`src/rtl/hilo_muldiv_pkg.sv`:
```
// Shared constants, op codes and state encoding for the HI/LO multiply/divide sequencer.
package hilo_muldiv_pkg;

  localparam int DATA_W = 32;
  localparam int ITER   = 32;
  localparam int CNT_W  = 5;

  localparam logic [2:0] OP_MULT  = 3'd0;
  localparam logic [2:0] OP_MULTU = 3'd1;
  localparam logic [2:0] OP_DIV   = 3'd2;
  localparam logic [2:0] OP_DIVU  = 3'd3;
  localparam logic [2:0] OP_MTHI  = 3'd4;
  localparam logic [2:0] OP_MTLO  = 3'd5;

  typedef enum logic [1:0] {
    ST_IDLE = 2'd0,
    ST_CALC = 2'd1,
    ST_FIX  = 2'd2
  } state_t;

  function automatic logic op_is_mul(input logic [2:0] op);
    return (op == OP_MULT) || (op == OP_MULTU);
  endfunction

  function automatic logic op_is_div(input logic [2:0] op);
    return (op == OP_DIV) || (op == OP_DIVU);
  endfunction

  function automatic logic op_is_signed(input logic [2:0] op);
    return (op == OP_MULT) || (op == OP_DIV);
  endfunction

endpackage

```
`src/rtl/hilo_muldiv_unit_muldiv_step.sv`:
```
// One combinational shift-add multiply or restoring divide iteration on the 64-bit working register.
module muldiv_step
  import hilo_muldiv_pkg::*;
(
  input  logic                  div_mode,
  input  logic [2*DATA_W-1:0]   work,
  input  logic [DATA_W-1:0]     opnd,
  output logic [2*DATA_W-1:0]   work_nxt
);

  logic [DATA_W:0]   mul_sum;
  logic [DATA_W:0]   rem_sh;
  logic [DATA_W-1:0] rem_diff;
  logic              rem_ge;

  always_comb begin
    mul_sum  = {1'b0, work[2*DATA_W-1:DATA_W]} + (work[0] ? {1'b0, opnd} : '0);
    // The shifted remainder can reach 33 bits before the trial subtract.
    rem_sh   = work[2*DATA_W-1:DATA_W-1];
    rem_ge   = (rem_sh >= {1'b0, opnd});
    rem_diff = rem_sh[DATA_W-1:0] - opnd;
    if (div_mode) begin
      if (rem_ge) work_nxt = {rem_diff, work[DATA_W-2:0], 1'b1};
      else        work_nxt = {rem_sh[DATA_W-1:0], work[DATA_W-2:0], 1'b0};
    end else begin
      work_nxt = {mul_sum, work[DATA_W-1:1]};
    end
  end

endmodule

```
`src/rtl/hilo_muldiv_unit.sv`:
```
// HI/LO owner: iterative MULT/MULTU/DIV/DIVU plus MTHI/MTLO behind a valid/ready handshake.
// Build option HILO_FAST_MULT_EN: single-edge multiply through the synthesis multiplier.
module hilo_muldiv_unit
  import hilo_muldiv_pkg::*;
(
  input  logic              clk,
  input  logic              rst_n,
  input  logic              req_valid,
  output logic              req_ready,
  input  logic [2:0]        req_op,
  input  logic [DATA_W-1:0] req_a,
  input  logic [DATA_W-1:0] req_b,
  input  logic              flush,
  output logic              busy,
  output logic              done,
  output logic              div0,
  output logic [DATA_W-1:0] hi,
  output logic [DATA_W-1:0] lo
);

  state_t                state_q, state_d;
  logic [CNT_W-1:0]      cnt_q, cnt_d;
  logic [2:0]            op_q, op_d;
  logic                  neg_lo_q, neg_lo_d;
  logic                  neg_hi_q, neg_hi_d;
  logic [2*DATA_W-1:0]   work_q, work_d, step_out;
  logic [DATA_W-1:0]     opnd_q, opnd_d;
  logic [DATA_W-1:0]     hi_q, hi_d, lo_q, lo_d;
  logic                  done_q, done_d, div0_q, div0_d;

  logic signed [DATA_W-1:0] a_s, b_s;
  logic [DATA_W-1:0]        a_abs, b_abs;
  logic                     sgn_op;

  function automatic logic [DATA_W-1:0] cond_neg32(input logic [DATA_W-1:0] v, input logic n);
    return n ? (~v + 1'b1) : v;
  endfunction

  function automatic logic [2*DATA_W-1:0] cond_neg64(input logic [2*DATA_W-1:0] v, input logic n);
    return n ? (~v + 1'b1) : v;
  endfunction

  muldiv_step u_step (
    .div_mode (op_is_div(op_q)),
    .work     (work_q),
    .opnd     (opnd_q),
    .work_nxt (step_out)
  );

  always_comb begin
    sgn_op = op_is_signed(req_op);
    a_s    = req_a;
    b_s    = req_b;
    a_abs  = (sgn_op && a_s < 0) ? cond_neg32(req_a, 1'b1) : req_a;
    b_abs  = (sgn_op && b_s < 0) ? cond_neg32(req_b, 1'b1) : req_b;
  end

  always_comb begin
    state_d  = state_q;
    cnt_d    = cnt_q;
    op_d     = op_q;
    neg_lo_d = neg_lo_q;
    neg_hi_d = neg_hi_q;
    work_d   = work_q;
    opnd_d   = opnd_q;
    hi_d     = hi_q;
    lo_d     = lo_q;
    done_d   = 1'b0;
    div0_d   = 1'b0;
    case (state_q)
      ST_IDLE: begin
        if (req_valid) begin
          op_d = req_op;
          if (op_is_mul(req_op)) begin
            neg_lo_d = sgn_op && (req_a[DATA_W-1] ^ req_b[DATA_W-1]);
            neg_hi_d = 1'b0;
`ifdef HILO_FAST_MULT_EN
            work_d  = {{DATA_W{1'b0}}, a_abs} * {{DATA_W{1'b0}}, b_abs};
            state_d = ST_FIX;
`else
            work_d  = {{DATA_W{1'b0}}, b_abs};
            opnd_d  = a_abs;
            cnt_d   = '0;
            state_d = ST_CALC;
`endif
          end else if (op_is_div(req_op)) begin
            if (req_b == '0) begin
              done_d = 1'b1;
              div0_d = 1'b1;
            end else begin
              neg_lo_d = sgn_op && (req_a[DATA_W-1] ^ req_b[DATA_W-1]);
              neg_hi_d = sgn_op && req_a[DATA_W-1];
              work_d   = {{DATA_W{1'b0}}, a_abs};
              opnd_d   = b_abs;
              cnt_d    = '0;
              state_d  = ST_CALC;
            end
          end else if (req_op == OP_MTHI) begin
            hi_d   = req_a;
            done_d = 1'b1;
          end else if (req_op == OP_MTLO) begin
            lo_d   = req_a;
            done_d = 1'b1;
          end
        end
      end
      ST_CALC: begin
        if (flush) begin
          state_d = ST_IDLE;
        end else begin
          work_d = step_out;
          cnt_d  = cnt_q + CNT_W'(1);
          if (cnt_q == CNT_W'(ITER - 1)) state_d = ST_FIX;
        end
      end
      ST_FIX: begin
        state_d = ST_IDLE;
        if (!flush) begin
          if (op_is_mul(op_q)) begin
            {hi_d, lo_d} = cond_neg64(work_q, neg_lo_q);
          end else begin
            lo_d = cond_neg32(work_q[DATA_W-1:0], neg_lo_q);
            hi_d = cond_neg32(work_q[2*DATA_W-1:DATA_W], neg_hi_q);
          end
          done_d = 1'b1;
        end
      end
      default: state_d = ST_IDLE;
    endcase
  end

  always_ff @(posedge clk or negedge rst_n) begin
    if (!rst_n) begin
      state_q  <= ST_IDLE;
      cnt_q    <= '0;
      op_q     <= '0;
      neg_lo_q <= 1'b0;
      neg_hi_q <= 1'b0;
      work_q   <= '0;
      opnd_q   <= '0;
      hi_q     <= '0;
      lo_q     <= '0;
      done_q   <= 1'b0;
      div0_q   <= 1'b0;
    end else begin
      state_q  <= state_d;
      cnt_q    <= cnt_d;
      op_q     <= op_d;
      neg_lo_q <= neg_lo_d;
      neg_hi_q <= neg_hi_d;
      work_q   <= work_d;
      opnd_q   <= opnd_d;
      hi_q     <= hi_d;
      lo_q     <= lo_d;
      done_q   <= done_d;
      div0_q   <= div0_d;
    end
  end

  assign req_ready = (state_q == ST_IDLE);
  assign busy      = (state_q != ST_IDLE);
  assign done      = done_q;
  assign div0      = div0_q;
  assign hi        = hi_q;
  assign lo        = lo_q;

endmodule

```
`config.mk`:
```
export PLATFORM = sky130hd
export DESIGN_NAME = hilo_muldiv_unit
export DESIGN_NICKNAME = d
export VERILOG_FILES = /design/src/rtl/hilo_muldiv_pkg.sv /design/src/rtl/hilo_muldiv_unit_muldiv_step.sv /design/src/rtl/hilo_muldiv_unit.sv
export SDC_FILE = /design/constraint.sdc
export NUM_CORES = 1
export LEC_CHECK = 0
export ABC_CLOCK_PERIOD_IN_PS = 4400
export BUFFER_PORTS_ARGS = -buffer_cell sky130_fd_sc_hd__clkbuf_2
export CAP_MARGIN = 25
export CORE_ASPECT_RATIO = 0.5
export CORE_MARGIN = 2
export CORE_UTILIZATION = 50
export CTS_BUF_LIST = sky130_fd_sc_hd__clkbuf_16
export DETAILED_ROUTE_END_ITERATION = 16
export PLACE_DENSITY = 0.74
export SLEW_MARGIN = 20
export SYNTH_ARGS = -nofsm -noshare
export SYNTH_HDL_FRONTEND = slang
export SYNTH_SLANG_ARGS = --single-unit
```
`constraint.sdc`:
```
create_clock -name clk -period 4.4 [get_ports clk]
set_input_delay 0.22 -clock clk [delete_from_list [all_inputs] [get_ports clk]]
set_output_delay 0.22 -clock clk [all_outputs]
set_load 0.005 [all_outputs]
```
**Yosys cells after proc, flatten, opt, wreduce, memory -nomap -nowiden**

Index checks and enable logic that the tools add are counted.

- Flip-flop bits (word level): 174
- Input port bits: 71
- Word-level logic and storage cells: 137

- Add/subtract/negate cells: 8
- Order comparisons: 3
- Eq/ne operators: 23
- Multiplexer cells: 63
- Bitwise gates (word level): 6
- Reductions and logical operators: 23

Operators by type and width:

| kind | count |
|---|---|
| 32-bit two-way mux | 21 |
| 64-bit two-way mux | 8 |
| 32-bit by 1-bit adder with 32-bit output, second input constant | 4 |
| 32-bit inverter | 4 |
| 32-bit one-hot mux with 2 select lines | 2 |
| 64-bit one-hot mux with 2 select lines | 1 |
| 64-bit by 1-bit adder with 64-bit output, second input constant | 1 |
| 32-bit by 1-bit less-than comparator with 1-bit output, second input constant | 2 |
| 64-bit inverter | 1 |
| 32-bit by 33-bit adder with 33-bit output | 1 |
| 33-bit by 32-bit greater-or-equal comparator with 1-bit output | 1 |
| 32-bit zero test | 1 |
| 32-bit subtractor | 1 |
| 5-bit two-way mux | 5 |
| 1-bit two-way mux | 17 |
| 2-bit inequality test, second input constant | 7 |
| 3-bit by 2-bit equality test with 1-bit output, second input constant | 4 |
| 2-bit two-way mux | 6 |
| 5-bit one-hot mux with 2 select lines | 1 |
| 4-bit AND reduction | 2 |
| 2-bit nonzero test | 4 |
| 7-bit AND reduction | 1 |
| 3-bit by 1-bit equality test with 1-bit output, second input constant | 2 |
| 3-bit equality test, second input constant | 2 |
| 17 further kinds | 27 |

**Longest topological paths before layout**

- Depth after elaboration: 9
- Gate-level depth with buffers: 14

**Cells and area by module**

Synthesis repeated with hierarchy kept, for this count alone.

- Cell total of the unflattened synthesis: 2,066
- Area total of the unflattened synthesis: 16,091.7 um^2

By module, submodules not included:

| module | times used | cells an instance | area an instance (um^2) |
|---|---|---|---|
| hilo_muldiv_unit | 1 | 1,395 | 11,393.4 |
| muldiv_step | 1 | 671 | 4,698.3 |

**Least setup slack after synthesis**

No wires, ideal clock.

- Path type: register to register
- Start point: register work_q[0]
- End point: register work_q[61]
- Library setup time: 0.126 ns
- Data arrival time: 3.056 ns
- Required time: 4.274 ns
- Slack: 1.218 ns
- Cell stages (with the launch flop): 14
- Buffers on the path: 1
- Cells stage by stage: dfrtp_1 > inv_1 > clkbuf_1 > nor2_1 > ha_1 > o211ai_1 > a21oi_1 > o21a_1 > a2111oi_2 > a21o_1 > o41ai_1 > a2111oi_0 > nor4b_1 > a221o_1

- Longest elaborated chain between the ends: 5

RTL lines:

| item | RTL line | text |
|---|---|---|
| start, declared | hilo_muldiv_unit.sv:26 | `logic [2*DATA_W-1:0] work_q, work_d, step_out;` |
| start signal, assigned | hilo_muldiv_unit.sv:151 | `work_q <= work_d;` |
| 32-bit two-way mux | hilo_muldiv_unit_muldiv_step.sv:17 | `mul_sum = {1'b0, work[2*DATA_W-1:DATA_W]} + (work[0] ? {1'b0, opnd} : '0);` |
| 32-bit by 33-bit adder with 33-bit output | hilo_muldiv_unit_muldiv_step.sv:17 |  |
| 64-bit two-way mux | hilo_muldiv_unit_muldiv_step.sv:22 | `if (div_mode) begin` |
| 64-bit two-way mux | hilo_muldiv_unit.sv:108 | `if (flush) begin` |
| 64-bit one-hot mux with 2 select lines | hilo_muldiv_unit.sv:70 | `case (state_q)` |

No other way between the ends. The select of a mux whose other input is x is not followed.
A chain may end at the register's enable or synchronous reset.

**Worst setup path in the final report**

- Start point: register work_q[0]
- End point: register work_q[62]

Same word-level chain as after synthesis.

==> metrics.md <==
| Metric | Value |
|---|---|
| Wire length per cell | 22.7 microns |
| Final Hold Fails | 0 |
| CTS Buf Count | 17 |
| Pwr dens | between 400 and 500 mW/mm^2 |
| Initial drt markers | 2387 |
| R2R depth | 14 |
| Final #Nets | 2260 |
| Post-route minimum period | 3.79 ns |
| Gr usage total | 35.8% |
| Post-synthesis cell type count | 81 |
| Sequential power share | between 30% and 40% |
| Port Buffer Count | 138 |
| Hold Crit Class | in2reg |
| Clock Tree Buf Depth | 2 |
| Initial antenna violation count | 1 |
| Fin crit share | a little under nine tenths |
| Synth top area cells | dfrtp_1, a21oi_1, nand2_1 |
| RSZ-0062 raised after global routing | no |
| Warnings, synthesis | 0 |
| Hold Buf Count CTS | 1 |
| Max-Cap Viols | 0 |
| Setup slack at placement | 0.745 ns |
| Antenna-violating nets left | 0 |
| Root Driver | clkbuf_16 |
| Post-cts resize count | 0 |
| Post-Synthesis Cells | 2035 |
| EDFF count, synth | 0 |
| Site Rows | 45 |
| Vias in the first global route | between 10000 and 15000 |
| Final GP Congestion | ~1.0 |
| Status | complete, no violations |
| Setup crit start kind | flip-flop |
| Commonest non-fill, non-tap cells in the layout | nand2_1, nor2_1, a21oi_1, o21ai_0, dfrtp_1 |
| First-pass GRT wire length | 86700 microns |
| Mapped cell area | 0.0152 sq mm |
| Global route overflow | 0 |
| Ys async rst share | 100% |
| Max-slew headroom | approximately 38% |
| Clk pwr share | approximately a fifth |
| Slew Limit Fails | 0 |
| Crit path capture type | flip-flop |
| Syn Area/Cell | 7.48 sq um |
| Flop2flop setup slack | between 0.6 and 0.7 ns |
| Leading cell type in the layout, fill and taps excluded | nand2_1 |
| Clk_lat worst skew | 0.47 ns |
| Switching part of the total | 46.3% |
| Via density | 6.34 |
| Worst flop-to-flop path startpoint | work_q[0] |
| Cell type with the largest total area after synthesis | dfrtp_1 |
| TNS Setup | 0 ns |
| Synthesis-stage register bit count | 173 |
| Worst-path fanout max | 17 |
| Floorplan Core Area | 0.0301 sq mm |
| Logic pwr share | between 40% and 50% |
| Area of the die | 0.0319 sq mm |
| Final Worst Setup Slack | 0.609 ns |
| Syn-to-layout area delta | 11.4% |
| Pleak | 7.67 nW |
| Peak Freq | 0.264 GHz |
| Boundary Pins | between 100 and 150 |
| Skew final | 0.0145 ns |
| Internal Power | slightly above 4 mW |
| Layout cell share with drive strength beyond 1 | around 12% |
| Sw power | 3.52 mW |
| Die Wd | 251 microns |
| Drt pass-1 iters | 8 |
| Min-Delay Endpoint | div0 |
| Worst-Margin Slew | about 0.93 ns |
| Hold path startpoint | req_op[2] |
| Clock sinks | 173 |
| Worst Path Arrival | 4.14 ns |
| # Post-CTS Setup Buffers | 0 |
| Routed via count | 16000 |
| VDD IR-drop max | 0.350 mV |
| R2R Path End | work_q[62] |
| Clock-pin slew on the worst setup and hold paths | 0.08 ns |
| CTS H-tree depth | 4 |
| Hpwl dp | 43800 microns |
| Top cell type's share of synthesized area | 28.4% |
| Seq/Total Area, Yosys | between 20 and 30% |
| Final setup vio count | 0 |
| Post-Syn Nets | 2178 |
| Die Ht | 127 microns |
| Number of diodes | 0 |
| Routed WL | 57500 microns |
| CTS tree | done |
| Worst Hold Depth | 2 |
| Largest net degree at the start of global routing | a little over 90 |
| DRC | 0 |
| Initial Util | between 50% and 60% |
| Worst setup path class | reg2reg |
| Worst Path Required | 4.75 ns |
| Most used DFF post-synth | dfrtp_1 |
[power by group through the flow]
stage	logic [mW]	registers, mW	clock network [mW]
floorplan	2.49	2.16	0
global placement	3.56	2.29	0
detailed placement	3.56	2.30	0
CTS	3.58	2.27	1.62
global route	4.00	2.32	1.69
finish	3.70	2.29	1.62
[sequential cells by signal (all words and copies together), names as in the netlist]
signal and cells:
work_q 64, hi 32, lo 32, opnd_q 32, cnt_q 5, op_q 2
state_q 2, div0 1, done 1, neg_hi_q 1, neg_lo_q 1
[Yosys cell counts (all sizes together) (17+ instances only)]
library cell and number:
a21o 34, o31ai 41, nor4 21, nor3 38, a211oi 23, ha 70, a31oi 20, xor2 80
o21ai 188, nand3 34, nor2 232, xnor2 93, inv 66, a22oi 20, dfrtp 173, nand2b 22
mux2i 33, nand2 274, a21oi 222, nand4 17, clkbuf 110, or3 18
[cell type report]
cell class / instances / area, sq um
repair buffers: 189 / 1110
flip-flops and latches: 173 / 4330
inverters: 66 / 248
well taps: 399 / 499
clock inverters: 15 / 188
multi-input cells: 1670 / 10200
clock buffers: 17 / 425
fillers: 2857 / 13200
[per-stage QoR]
stage | cell area (sq um) | hold WS (ns) | util [%] | std cells | power (mW)
after global routing | 17000 | 0.121 | 56.3 | 2529 | 8.01
final | 17000 | 0.101 | 56.3 | 2529 | 7.60
after floorplan | 15200 | -0.0756 | - | 2035 | 4.66
after CTS | 17000 | 0.0811 | 56.3 | 2529 | 7.47
after global placement | 16300 | 0.349 | 54.2 | 2495 | 5.85
after detailed placement | 16300 | 0.351 | 54.2 | 2496 | 5.85
[worst max-delay path by stage]
| stage | slack (ns) | cells past startpoint | to | startpoint |
|---|---|---|---|---|
| floorplan | 1.22 | 13 | work_q[61] | work_q[0] |
| global placement | 0.82 | 13 | work_q[61] | work_q[0] |
| detailed placement | 0.75 | 14 | work_q[62] | work_q[0] |
| CTS | 0.72 | 14 | work_q[62] | work_q[0] |
| global route | 0.40 | 15 | work_q[62] | work_q[0] |
| finish | 0.61 | 14 | work_q[62] | work_q[0] |
[routing by layer]
layer / vias up / global-route usage (%) / wire length (microns)
met1: 7576 / 52.4 / 24500
met5: - / 0 / 0
met3: 113 / 8.25 / 7070
li1: 7410 / - / -
met2: 942 / 52.4 / 24200
met4: 0 / 10.9 / 1640
[kinds of logic after synthesis]
logic type | after synthesis | synth area share (%)
mux | 37 | 2.47
xor+xnor | 173 | 9.95
buf+inv | 192 | 4.98
fa+ha+maj | 72 | 6.02
flops | 173 | 28.4
compound gates | 656 | 26.3
simple gates | 732 | 21.9
[worst max-delay path: stages (launching register included)]
cell	delay, ns
dfrtp_1	0.48
inv_1	0.37
buf_4	0.30
nor2_1	0.09
ha_1	0.37
nand4_1	0.18
a211o_1	0.32
a211oi_1	0.40
o21ai_0	0.13
buf_4	0.17
o31ai_1	0.24
buf_4	0.20
a311oi_1	0.12
mux2i_1	0.14
nand3b_1	0.16
Note: power is estimated with default switching activity, not from simulation.
